===== src/rtl/bit_serial_adder_pkg.sv =====
// Shared definitions for the bit-serial adder: FSM state encoding,
// counter-width helper and the half-adder primitive.
package serial_adder_pkg;

  typedef enum logic [1:0] {
    S_IDLE = 2'd0,
    S_RUN  = 2'd1,
    S_DONE = 2'd2
  } state_t;

  // Smallest r with 2**r >= value; sizes the bit counter.
  function automatic int clog2(input int value);
    int r;
    r = 0;
    for (int i = 0; i < 32; i++) begin
      if ((32'd1 << i) < value) begin
        r = i + 1;
      end else begin
        r = r;
      end
    end
    return r;
  endfunction

  // Half adder: returns {carry, sum}.
  function automatic logic [1:0] half_add(input logic x, input logic y);
    return {x & y, x ^ y};
  endfunction

endpackage


===== src/rtl/bit_serial_adder_if.sv =====
// Operand/result handshake bundle between a producer/consumer and the adder.
interface bit_serial_adder_if #(
  parameter int WIDTH = 8
);
  logic             in_valid;
  logic             in_ready;
  logic [WIDTH-1:0] a;
  logic [WIDTH-1:0] b;
  logic             cin;
  logic             out_valid;
  logic             out_ready;
  logic [WIDTH-1:0] s;
  logic             cout;
  logic             busy;

  modport master (
    output in_valid, a, b, cin, out_ready,
    input  in_ready, out_valid, s, cout, busy
  );

  modport slave (
    input  in_valid, a, b, cin, out_ready,
    output in_ready, out_valid, s, cout, busy
  );
endinterface


===== src/rtl/bit_serial_adder_fa_cell.sv =====
// One-bit full adder assembled from two half-adder stages and an OR.
module fa_cell
  import serial_adder_pkg::*;
(
  input  logic a,
  input  logic b,
  input  logic cin,
  output logic s,
  output logic cout
);

  logic [1:0] ha0_s;
  logic [1:0] ha1_s;

  // First stage adds the operand bits, second folds in the carry.
  always_comb begin
    ha0_s = half_add(a, b);
    ha1_s = half_add(ha0_s[0], cin);
    s     = ha1_s[0];
    cout  = ha0_s[1] | ha1_s[1];
  end

endmodule


===== src/rtl/bit_serial_adder.sv =====
// Bit-serial adder: one full-adder cell plus a carry flop walk the operands
// LSB first, one bit per clock, behind valid/ready handshakes.
module bit_serial_adder
  import serial_adder_pkg::*;
#(
  parameter int WIDTH = 8
) (
  input logic            clk,
  input logic            rst,
  bit_serial_adder_if.slave bus
);

  localparam int CNT_W = clog2(WIDTH);
  localparam logic [CNT_W-1:0] LAST_BIT = CNT_W'(WIDTH - 1);

  state_t             state_r;
  state_t             next_state_s;
  logic [CNT_W-1:0]   count_r;
  logic               carry_r;
  logic [WIDTH-1:0]   a_sh_r;
  logic [WIDTH-1:0]   b_sh_r;
  logic [WIDTH-1:0]   sum_sh_r;
  logic [WIDTH-1:0]   s_r;
  logic               cout_r;
  logic               out_valid_r;
  logic               in_ready_r;
  logic               busy_r;
  logic               fa_s_s;
  logic               fa_cout_s;

  fa_cell u_fa (
    .a    (a_sh_r[0]),
    .b    (b_sh_r[0]),
    .cin  (carry_r),
    .s    (fa_s_s),
    .cout (fa_cout_s)
  );

  // State register.
  always_ff @(posedge clk) begin
    if (rst) begin
      state_r <= S_IDLE;
    end else begin
      state_r <= next_state_s;
    end
  end

  // Next-state logic; the unused encoding falls back to IDLE.
  always_comb begin
    next_state_s = state_r;
    case (state_r)
      S_IDLE: begin
        if (bus.in_valid) next_state_s = S_RUN;
        else              next_state_s = S_IDLE;
      end
      S_RUN: begin
        if (count_r == LAST_BIT) next_state_s = S_DONE;
        else                     next_state_s = S_RUN;
      end
      S_DONE: begin
        if (bus.out_ready) next_state_s = S_IDLE;
        else               next_state_s = S_DONE;
      end
      default: next_state_s = S_IDLE;
    endcase
  end

  // Datapath: operand load, per-bit shift/accumulate, result capture.
  always_ff @(posedge clk) begin
    if (rst) begin
      count_r     <= '0;
      carry_r     <= 1'b0;
      a_sh_r      <= '0;
      b_sh_r      <= '0;
      sum_sh_r    <= '0;
      s_r         <= '0;
      cout_r      <= 1'b0;
      out_valid_r <= 1'b0;
    end else begin
      case (state_r)
        S_IDLE: begin
          if (bus.in_valid) begin
            a_sh_r  <= bus.a;
            b_sh_r  <= bus.b;
            carry_r <= bus.cin;
            count_r <= '0;
          end
        end
        S_RUN: begin
          carry_r  <= fa_cout_s;
          a_sh_r   <= {1'b0, a_sh_r[WIDTH-1:1]};
          b_sh_r   <= {1'b0, b_sh_r[WIDTH-1:1]};
          sum_sh_r <= {fa_s_s, sum_sh_r[WIDTH-1:1]};
          if (count_r == LAST_BIT) begin
            // Counter wraps so it never holds a value above WIDTH-1.
            count_r     <= '0;
            s_r         <= {fa_s_s, sum_sh_r[WIDTH-1:1]};
            cout_r      <= fa_cout_s;
            out_valid_r <= 1'b1;
          end else begin
            count_r <= count_r + CNT_W'(1);
          end
        end
        S_DONE: begin
          if (bus.out_ready) begin
            out_valid_r <= 1'b0;
          end
        end
        default: begin
          out_valid_r <= 1'b0;
        end
      endcase
    end
  end

  // Status flags registered from the upcoming state so they track it exactly.
  always_ff @(posedge clk) begin
    if (rst) begin
      in_ready_r <= 1'b1;
      busy_r     <= 1'b0;
    end else begin
      in_ready_r <= (next_state_s == S_IDLE);
      busy_r     <= (next_state_s == S_RUN) || (next_state_s == S_DONE);
    end
  end

  assign bus.in_ready  = in_ready_r;
  assign bus.out_valid = out_valid_r;
  assign bus.s         = s_r;
  assign bus.cout      = cout_r;
  assign bus.busy      = busy_r;

endmodule

===== src/flat_wrapper.sv =====
// flat-port wrapper written by rule: the top's interface ports become plain ports
module bit_serial_adder_flat import serial_adder_pkg::*;
#(
  parameter int WIDTH = 8
)
  (clk, rst, bus_in_valid, bus_a, bus_b, bus_cin, bus_out_ready, bus_in_ready, bus_out_valid, bus_s, bus_cout, bus_busy);
  bit_serial_adder_if #(.WIDTH(WIDTH)) bus_i ();
  input logic clk;
  input logic rst;
  input wire logic [$bits(bus_i.in_valid)-1:0] bus_in_valid;
  input wire logic [$bits(bus_i.a)-1:0] bus_a;
  input wire logic [$bits(bus_i.b)-1:0] bus_b;
  input wire logic [$bits(bus_i.cin)-1:0] bus_cin;
  input wire logic [$bits(bus_i.out_ready)-1:0] bus_out_ready;
  output wire logic [$bits(bus_i.in_ready)-1:0] bus_in_ready;
  output wire logic [$bits(bus_i.out_valid)-1:0] bus_out_valid;
  output wire logic [$bits(bus_i.s)-1:0] bus_s;
  output wire logic [$bits(bus_i.cout)-1:0] bus_cout;
  output wire logic [$bits(bus_i.busy)-1:0] bus_busy;
  assign bus_i.in_valid = bus_in_valid;
  assign bus_i.a = bus_a;
  assign bus_i.b = bus_b;
  assign bus_i.cin = bus_cin;
  assign bus_i.out_ready = bus_out_ready;
  assign bus_in_ready = bus_i.in_ready;
  assign bus_out_valid = bus_i.out_valid;
  assign bus_s = bus_i.s;
  assign bus_cout = bus_i.cout;
  assign bus_busy = bus_i.busy;
  bit_serial_adder #(.WIDTH(WIDTH)) u_core (.clk(clk), .rst(rst), .bus(bus_i));
endmodule

===== config.mk =====
export PLATFORM = sky130hd
export DESIGN_NAME = bit_serial_adder_flat
export DESIGN_NICKNAME = d
export VERILOG_FILES = /design/src/rtl/bit_serial_adder_pkg.sv /design/src/rtl/bit_serial_adder_if.sv /design/src/rtl/bit_serial_adder_fa_cell.sv /design/src/rtl/bit_serial_adder.sv /design/src/flat_wrapper.sv
export SDC_FILE = /design/constraint.sdc
export NUM_CORES = 1
export LEC_CHECK = 0
export BUFFER_PORTS_ARGS = -buffer_cell sky130_fd_sc_hd__clkbuf_2
export CAP_MARGIN = 10
export CORE_MARGIN = 8
export CORE_UTILIZATION = 53
export CTS_BUF_LIST = sky130_fd_sc_hd__clkbuf_16
export DETAILED_ROUTE_END_ITERATION = 16
export GPL_ROUTABILITY_DRIVEN = 0
export PLACE_DENSITY = 0.84
export SLEW_MARGIN = 0
export SYNTH_ARGS = -nofsm -noshare
export SYNTH_HDL_FRONTEND = slang
export SYNTH_SLANG_ARGS = --single-unit

===== constraint.sdc =====
create_clock -name clk -period 1.8 [get_ports clk]
set_input_delay 0.54 -clock clk [delete_from_list [all_inputs] [get_ports clk]]
set_output_delay 0.54 -clock clk [all_outputs]
set_load 0.02 [all_outputs]

==> results of run 1 <==
-- through the flow --
step                power, mW  cells
floorplan                1.16    183
global placement         1.19    249
detailed placement       1.20    249
CTS                      2.01    256
global route             2.08    256
finish                   1.99    256
-- metal layers --
layer / track usage / share of wire
met5: 0 / 0
met4: 0.0467 / 0.0091
met3: 0.0702 / 0.073
met2: 0.198 / 0.47
met1: 0.157 / 0.45
-- cell type report --
class                   count  area share
inverters                   1     0.00189
clock inverters             2     0.00379
repair buffers             36       0.102
clock buffers               5      0.0631
flip-flops and latches     41       0.414
well taps                  44      0.0278
multi-input cells         127       0.387
-- cell usage after synthesis (2+ instances only) --
library cell / n / area share
buf_4: 3 / 0.013
mux2i_1: 15 / 0.089
buf_6: 4 / 0.027
nor2_1: 23 / 0.051
nand2b_1: 2 / 0.0074
clkbuf_1: 4 / 0.0089
ha_1: 3 / 0.022
nand2_1: 33 / 0.073
buf_2: 3 / 0.0089
a211oi_1: 15 / 0.067
dfxtp_1: 41 / 0.49
a21oi_1: 18 / 0.053
a22oi_1: 3 / 0.013
-- final timing paths --
| check | from | endpoint | slack, ns | cells past startpoint |
|---|---|---|---|---|
| hold reg to reg | u_core.bus.s[4] | u_core.bus.s[4] | 0.45 | 2 |
| setup / recovery | u_core.count_r[0] | u_core.bus.in_ready | 0.15 | 6 |
| hold / removal | u_core.bus.s[4] | u_core.bus.s[4] | 0.45 | 2 |
| setup reg to reg | u_core.count_r[0] | u_core.bus.in_ready | 0.15 | 6 |
-- where the power goes --
part	switching [mW]	leakage, nW	internal, mW
Clock	0.315	0.0685	0.495
Combinational	0.107	0.412	0.0919
Sequential	0.0291	0.336	0.954
Total	0.450	0.816	1.54
-- kinds of logic after synthesis --
kind of cell | after synthesis | synth area share
compound gates | 42 | 0.161
fa+ha+maj | 4 | 0.0341
buf+inv | 15 | 0.0600
flops | 41 | 0.486
mux | 15 | 0.0889
simple gates | 66 | 0.170
-- sequential cells by signal, indices dropped and copies added, names as in the netlist --
signal                cells
u_core.a_sh_r             8
u_core.b_sh_r             8
u_core.bus.s              8
u_core.sum_sh_r           7
u_core.count_r            3
u_core.state_r            2
u_core.bus.busy           1
u_core.bus.cout           1
u_core.bus.in_ready       1
u_core.bus.out_valid      1
u_core.carry_r            1
-- critical path: cells and delay by family (launching register included) --
| kind | cells | cell delay [ns] |
|---|---|---|
| compound gates | 1 | 0.19 |
| fa+ha+maj | 3 | 0.62 |
| flops | 1 | 0.32 |
| simple gates | 2 | 0.42 |
==> results.txt, run 1 <==
DPL Wire Length - 2200 microns
mapped cell area - 1690 sq um
post-layout instance area - 1980 sq um
Post-CTS Setup Repair Bufs - 0
clock slew at reported path FFs - 0.05 ns
vias per cell - 5.04
largest net degree at the start of global routing - 31
Port Buffers - 32
placed cell areas - 1850 sq um
CP cell instances - ha_1 -> ha_1 -> nand2b_1 -> a21o_1 -> ha_1 -> or2_2
# rows - 20
outcome - finished clean
Final Hold Viols - 0
final worst-path setup slack - 0.149 ns
Worst Path Required - 1.97 ns
gr usage total - 0.132
die height - 72.5 microns
unrepaired setup endpoints after global routing - no
width of the die - 72.5 microns
final WL - 3180 microns
core area - 3050 sq um
Final setup violation count - 0
crit share post-route - 0.917
Avg WL per Cell - 12.4 microns
Critical Path AT - 1.82 ns
slowest CP cell - dfxtp_1
crit end category - register
Starting Density - 0.553
number of synthesized flops with an enable pin - 0
number of fill cells in the layout - 277
Leak - 0.816 nW
register area - 821 sq um
CTS Buf Count - 5
vias in the first global route - 1181
Root Driver - clkbuf_16
Hold Crit Class - reg2reg
Area Growth Syn to Fin - 17.3%
Core Util, Final - 0.649
worst slew pin tran - 0.411 ns
DR iter-0 viols - 76
First-pass DRT Iterations - 4
synthesized area per cell - 9.23 sq um
Sink Count - 41
Setup Slack @ Placement - 0.154 ns
H-tree Lvls - 2
antenna-violating nets left - 0
Worst Setup Start Kind - register
DIE AREA - 5250 sq um
max incr delay on CP - 0.32 ns
Fmax - 606 MHz
Resize count post-CTS - 0
synth warn - 0
Hold Buf Count CTS - 0
Power Dens Cells - 1000 nW/um^2
flops & latches, synth - 41
syn_nets - 208
Peak VDD IR - 911 uV
setup TNS - 0 ns
minimum clock period - 1.65 ns
Layout Nets - 237
Max Buffers Root-to-Sink - 2
DRC errors left - 0
Max Slew Vio Count - 0
Multi-input gate area - 767 sq um
ANT cells - 0
CP Class - reg2reg
unique cell type count in the Yosys netlist - 29
CTS tree - built
Critical Path Fanout Max - 5
first-pass GRT wire length - 5450 microns
commonest non-fill, non-tap cell in the layout - dfxtp_1
Cells after Synth - 183
initial antenna violation count - 0
post-synthesis sequential area ratio - 0.486
GRT overflow - 0
most frequent cells in the layout - 41 x dfxtp_1, 33 x nand2_1, 32 x clkbuf_2
clk_lat worst skew - 0.28 ns
most frequent CP cell - ha_1
predominant post-synthesis flop cell - dfxtp_1
Max Cap Viol - 0
share of layout cells above drive strength 1 - 0.212
max_slew headroom - 0.726
boundary pin count - 33
asr flop ratio synth - 0
via count - 1290
Final Skew - 0.00376 ns
final hold slack - 0.450 ns
Note: power is estimated with default switching activity, not from simulation.
==> run 2: changes to the inputs <==
ABC_CLOCK_PERIOD_IN_PS = 1800   (was unset)
CTS_CLUSTER_SIZE = 30   (was unset)
SYNTH_HIERARCHICAL = 1   (was unset)
==> run 2 against run 1 <==
Net effect:
- die area unchanged
- clock skew about the same
- hold slack better by 0.0032 ns
- final area up 0.38%
- clock power down 0.9%
- utilization up 0.25 points
- largest power group unchanged
- critical endpoint is now u_core/bus.in_ready
- sequential power about the same
- area after synthesis unchanged
==> results.txt, run 2 <==
share of layout cells above drive strength 1 - 0.216 (was 0.212)
vias per cell - 5.21 (was 5.04)
DIE AREA - 5250 sq um (unchanged)
hold_sp - u_core/bus.s[3] (was u_core.bus.s[4])
Worst Setup Start Kind - register (unchanged)
Critical Path Fanout Max - 5 (unchanged)
boundary pin count - 33 (unchanged)
DPL Wire Length - 2300 microns (was 2200 microns)
width of the die - 72.5 microns (unchanged)
Final setup violation count - 0 (unchanged)
placed cell areas - 1860 sq um (was 1850 sq um)
most frequent cells in the layout - 41 x dfxtp_1, 33 x nand2_1, 32 x clkbuf_2 (unchanged)
GR Util met2 - 0.226 (was 0.198)
worst slew pin tran - 0.426 ns (was 0.411 ns)
met3 usage - 0.0510 (was 0.0702)
busiest grt layer - met2 (unchanged)
flops & latches, synth - 41 (unchanged)
Cells after Synth - 183 (unchanged)
CTS tree - built (unchanged)
setup TNS - 0 ns (unchanged)
CTS Buf Count - 5 (unchanged)
Root Driver - clkbuf_16 (unchanged)
max_slew headroom - 0.716 (was 0.726)
clk_lat worst skew - 0.27 ns (was 0.28 ns)
vias in the first global route - 1331 (was 1181)
count leader, synth - dfxtp_1 (unchanged)
Synth area leader - dfxtp_1 (unchanged)
Peak VDD IR - 539 uV (was 911 uV)
Critical R2R Launch - u_core/count_r[0] (was u_core.count_r[0])
largest net degree at the start of global routing - 31 (unchanged)
predominant post-synthesis flop cell - dfxtp_1 (unchanged)
unrepaired setup endpoints after global routing - no (unchanged)
Max Cap Viol - 0 (unchanged)
mapped cell area - 1690 sq um (unchanged)
Port Buffers - 32 (unchanged)
Final Hold Viols - 0 (unchanged)
outcome - finished clean (unchanged)
asr flop ratio synth - 0 (unchanged)
Avg WL per Cell - 12.6 microns (was 12.4 microns)
number of synthesized flops with an enable pin - 0 (unchanged)
gr usage total - 0.130 (was 0.132)
Hold Buf Count CTS - 0 (unchanged)
Worst Path Required - 1.96 ns (was 1.97 ns)
GR Layer Usage met1 - 0.146 (was 0.157)
post-layout instance area - 1990 sq um (was 1980 sq um)
Post-CTS Setup Repair Bufs - 0 (unchanged)
core area - 3050 sq um (unchanged)
Final Skew - 0.00349 ns (was 0.00376 ns)
H-tree Lvls - 2 (unchanged)
final hold slack - 0.454 ns (was 0.450 ns)
Hold Crit Class - reg2reg (unchanged)
Max Buffers Root-to-Sink - 2 (unchanged)
synth warn - 6 (was 0)
clock slew at reported path FFs - 0.05 ns (about the same)
first-pass GRT wire length - 5560 microns (was 5450 microns)
antenna-violating nets left - 0 (unchanged)
DR iter-0 viols - 54 (was 76)
CP Class - reg2reg (unchanged)
unique cell type count in the Yosys netlist - 29 (unchanged)
crit end category - register (unchanged)
Area Growth Syn to Fin - 17.8% (was 17.3%)
Max Slew Vio Count - 0 (unchanged)
initial antenna violation count - 0 (unchanged)
final WL - 3230 microns (was 3180 microns)
Leak - 0.821 nW (was 0.816 nW)
via count - 1340 (was 1290)
synthesized area per cell - 9.23 sq um (unchanged)
post-synthesis sequential area ratio - 0.486 (unchanged)
syn_nets - 208 (unchanged)
share of the synthesized area in the top cell type - 0.486 (unchanged)
Starting Density - 0.553 (unchanged)
Fmax - 597 MHz (was 606 MHz)
Sink Count - 41 (unchanged)
Resize count post-CTS - 0 (unchanged)
First-pass DRT Iterations - 4 (unchanged)
Crit. Startpoint - u_core/count_r[0] (was u_core.count_r[0])
commonest cells in the netlist - 41 x dfxtp_1, 33 x nand2_1, 23 x nor2_1 (unchanged)
ANT cells - 0 (unchanged)
synth top area cells - dfxtp_1 49%, mux2i_1 8.9%, nand2_1 7.3%, a211oi_1 6.7%, a21oi_1 5.3% (unchanged)
DRC errors left - 0 (unchanged)
commonest non-fill, non-tap cell in the layout - dfxtp_1 (unchanged)
Layout Nets - 238 (was 237)
die height - 72.5 microns (unchanged)
crit share post-route - 0.930 (was 0.917)
# rows - 20 (unchanged)
Power Dens Cells - 999 nW/um^2 (was 1000 nW/um^2)
Critical Path AT - 1.83 ns (was 1.82 ns)
GRT overflow - 0 (unchanged)
minimum clock period - 1.67 ns (was 1.65 ns)
[run 2: area by class of cell]
cell class                      count  area (sq um)
Inverter                            1          3.75
Clock inverter                      2          7.51
Sequential cell                    41           821
Clock buffer                        5           125
Multi-Input combinational cell    127           767
Tap cell                           44          55.1
Fill cell                         294          1060
Timing Repair Buffer               37           210
[run 2: critical path, cell delays in order (launching register included)]
cell	delay, ns
dfxtp_1	0.33
ha_1	0.20
ha_1	0.23
nand2b_1	0.16
a21o_1	0.19
ha_1	0.18
or2_2	0.26
[run 2: path summary, 6_finish.rpt]
| check | endpoint | slack [ns] | cells after the start |
|---|---|---|---|
| max | u_core/bus.in_ready | 0.13 | 6 |
| min | u_core/bus.s[3] | 0.45 | 2 |
| max reg2reg | u_core/bus.in_ready | 0.13 | 6 |
| min reg2reg | u_core/bus.s[3] | 0.45 | 2 |
[run 2: per-layer routing]
metal / share of wire / wire (microns)
met1: 0.45 / 1450
met3: 0.056 / 182
met2: 0.49 / 1580
met4: 0.0071 / 23
met5: 0 / 0
[run 2: cell families after synthesis]
logic type,count (synthesis),share of synthesized area
flops,41,0.486
fa+ha+maj,4,0.0341
compound gates,42,0.161
simple gates,66,0.170
mux,15,0.0889
buf+inv,15,0.0600
[run 2: stage by stage]
step / util / power, mW / worst slack, ns / instances
final: 0.652 / 1.99 / 0.126 / 257
after CTS: 0.652 / 2.01 / 0.120 / 257
after detailed placement: 0.608 / 1.20 / 0.171 / 250
after global placement: 0.608 / 1.20 / 0.218 / 250
after global routing: 0.652 / 2.07 / 0.0153 / 257
after floorplan: - / 1.16 / 0.257 / 183
[run 2: where the power goes]
| part | switching (mW) | total (mW) | internal (mW) |
|---|---|---|---|
| Combinational | 0.108 | 0.202 | 0.0942 |
| Sequential | 0.0286 | 0.983 | 0.954 |
| Clock | 0.307 | 0.802 | 0.495 |
| Total | 0.444 | 1.99 | 1.54 |
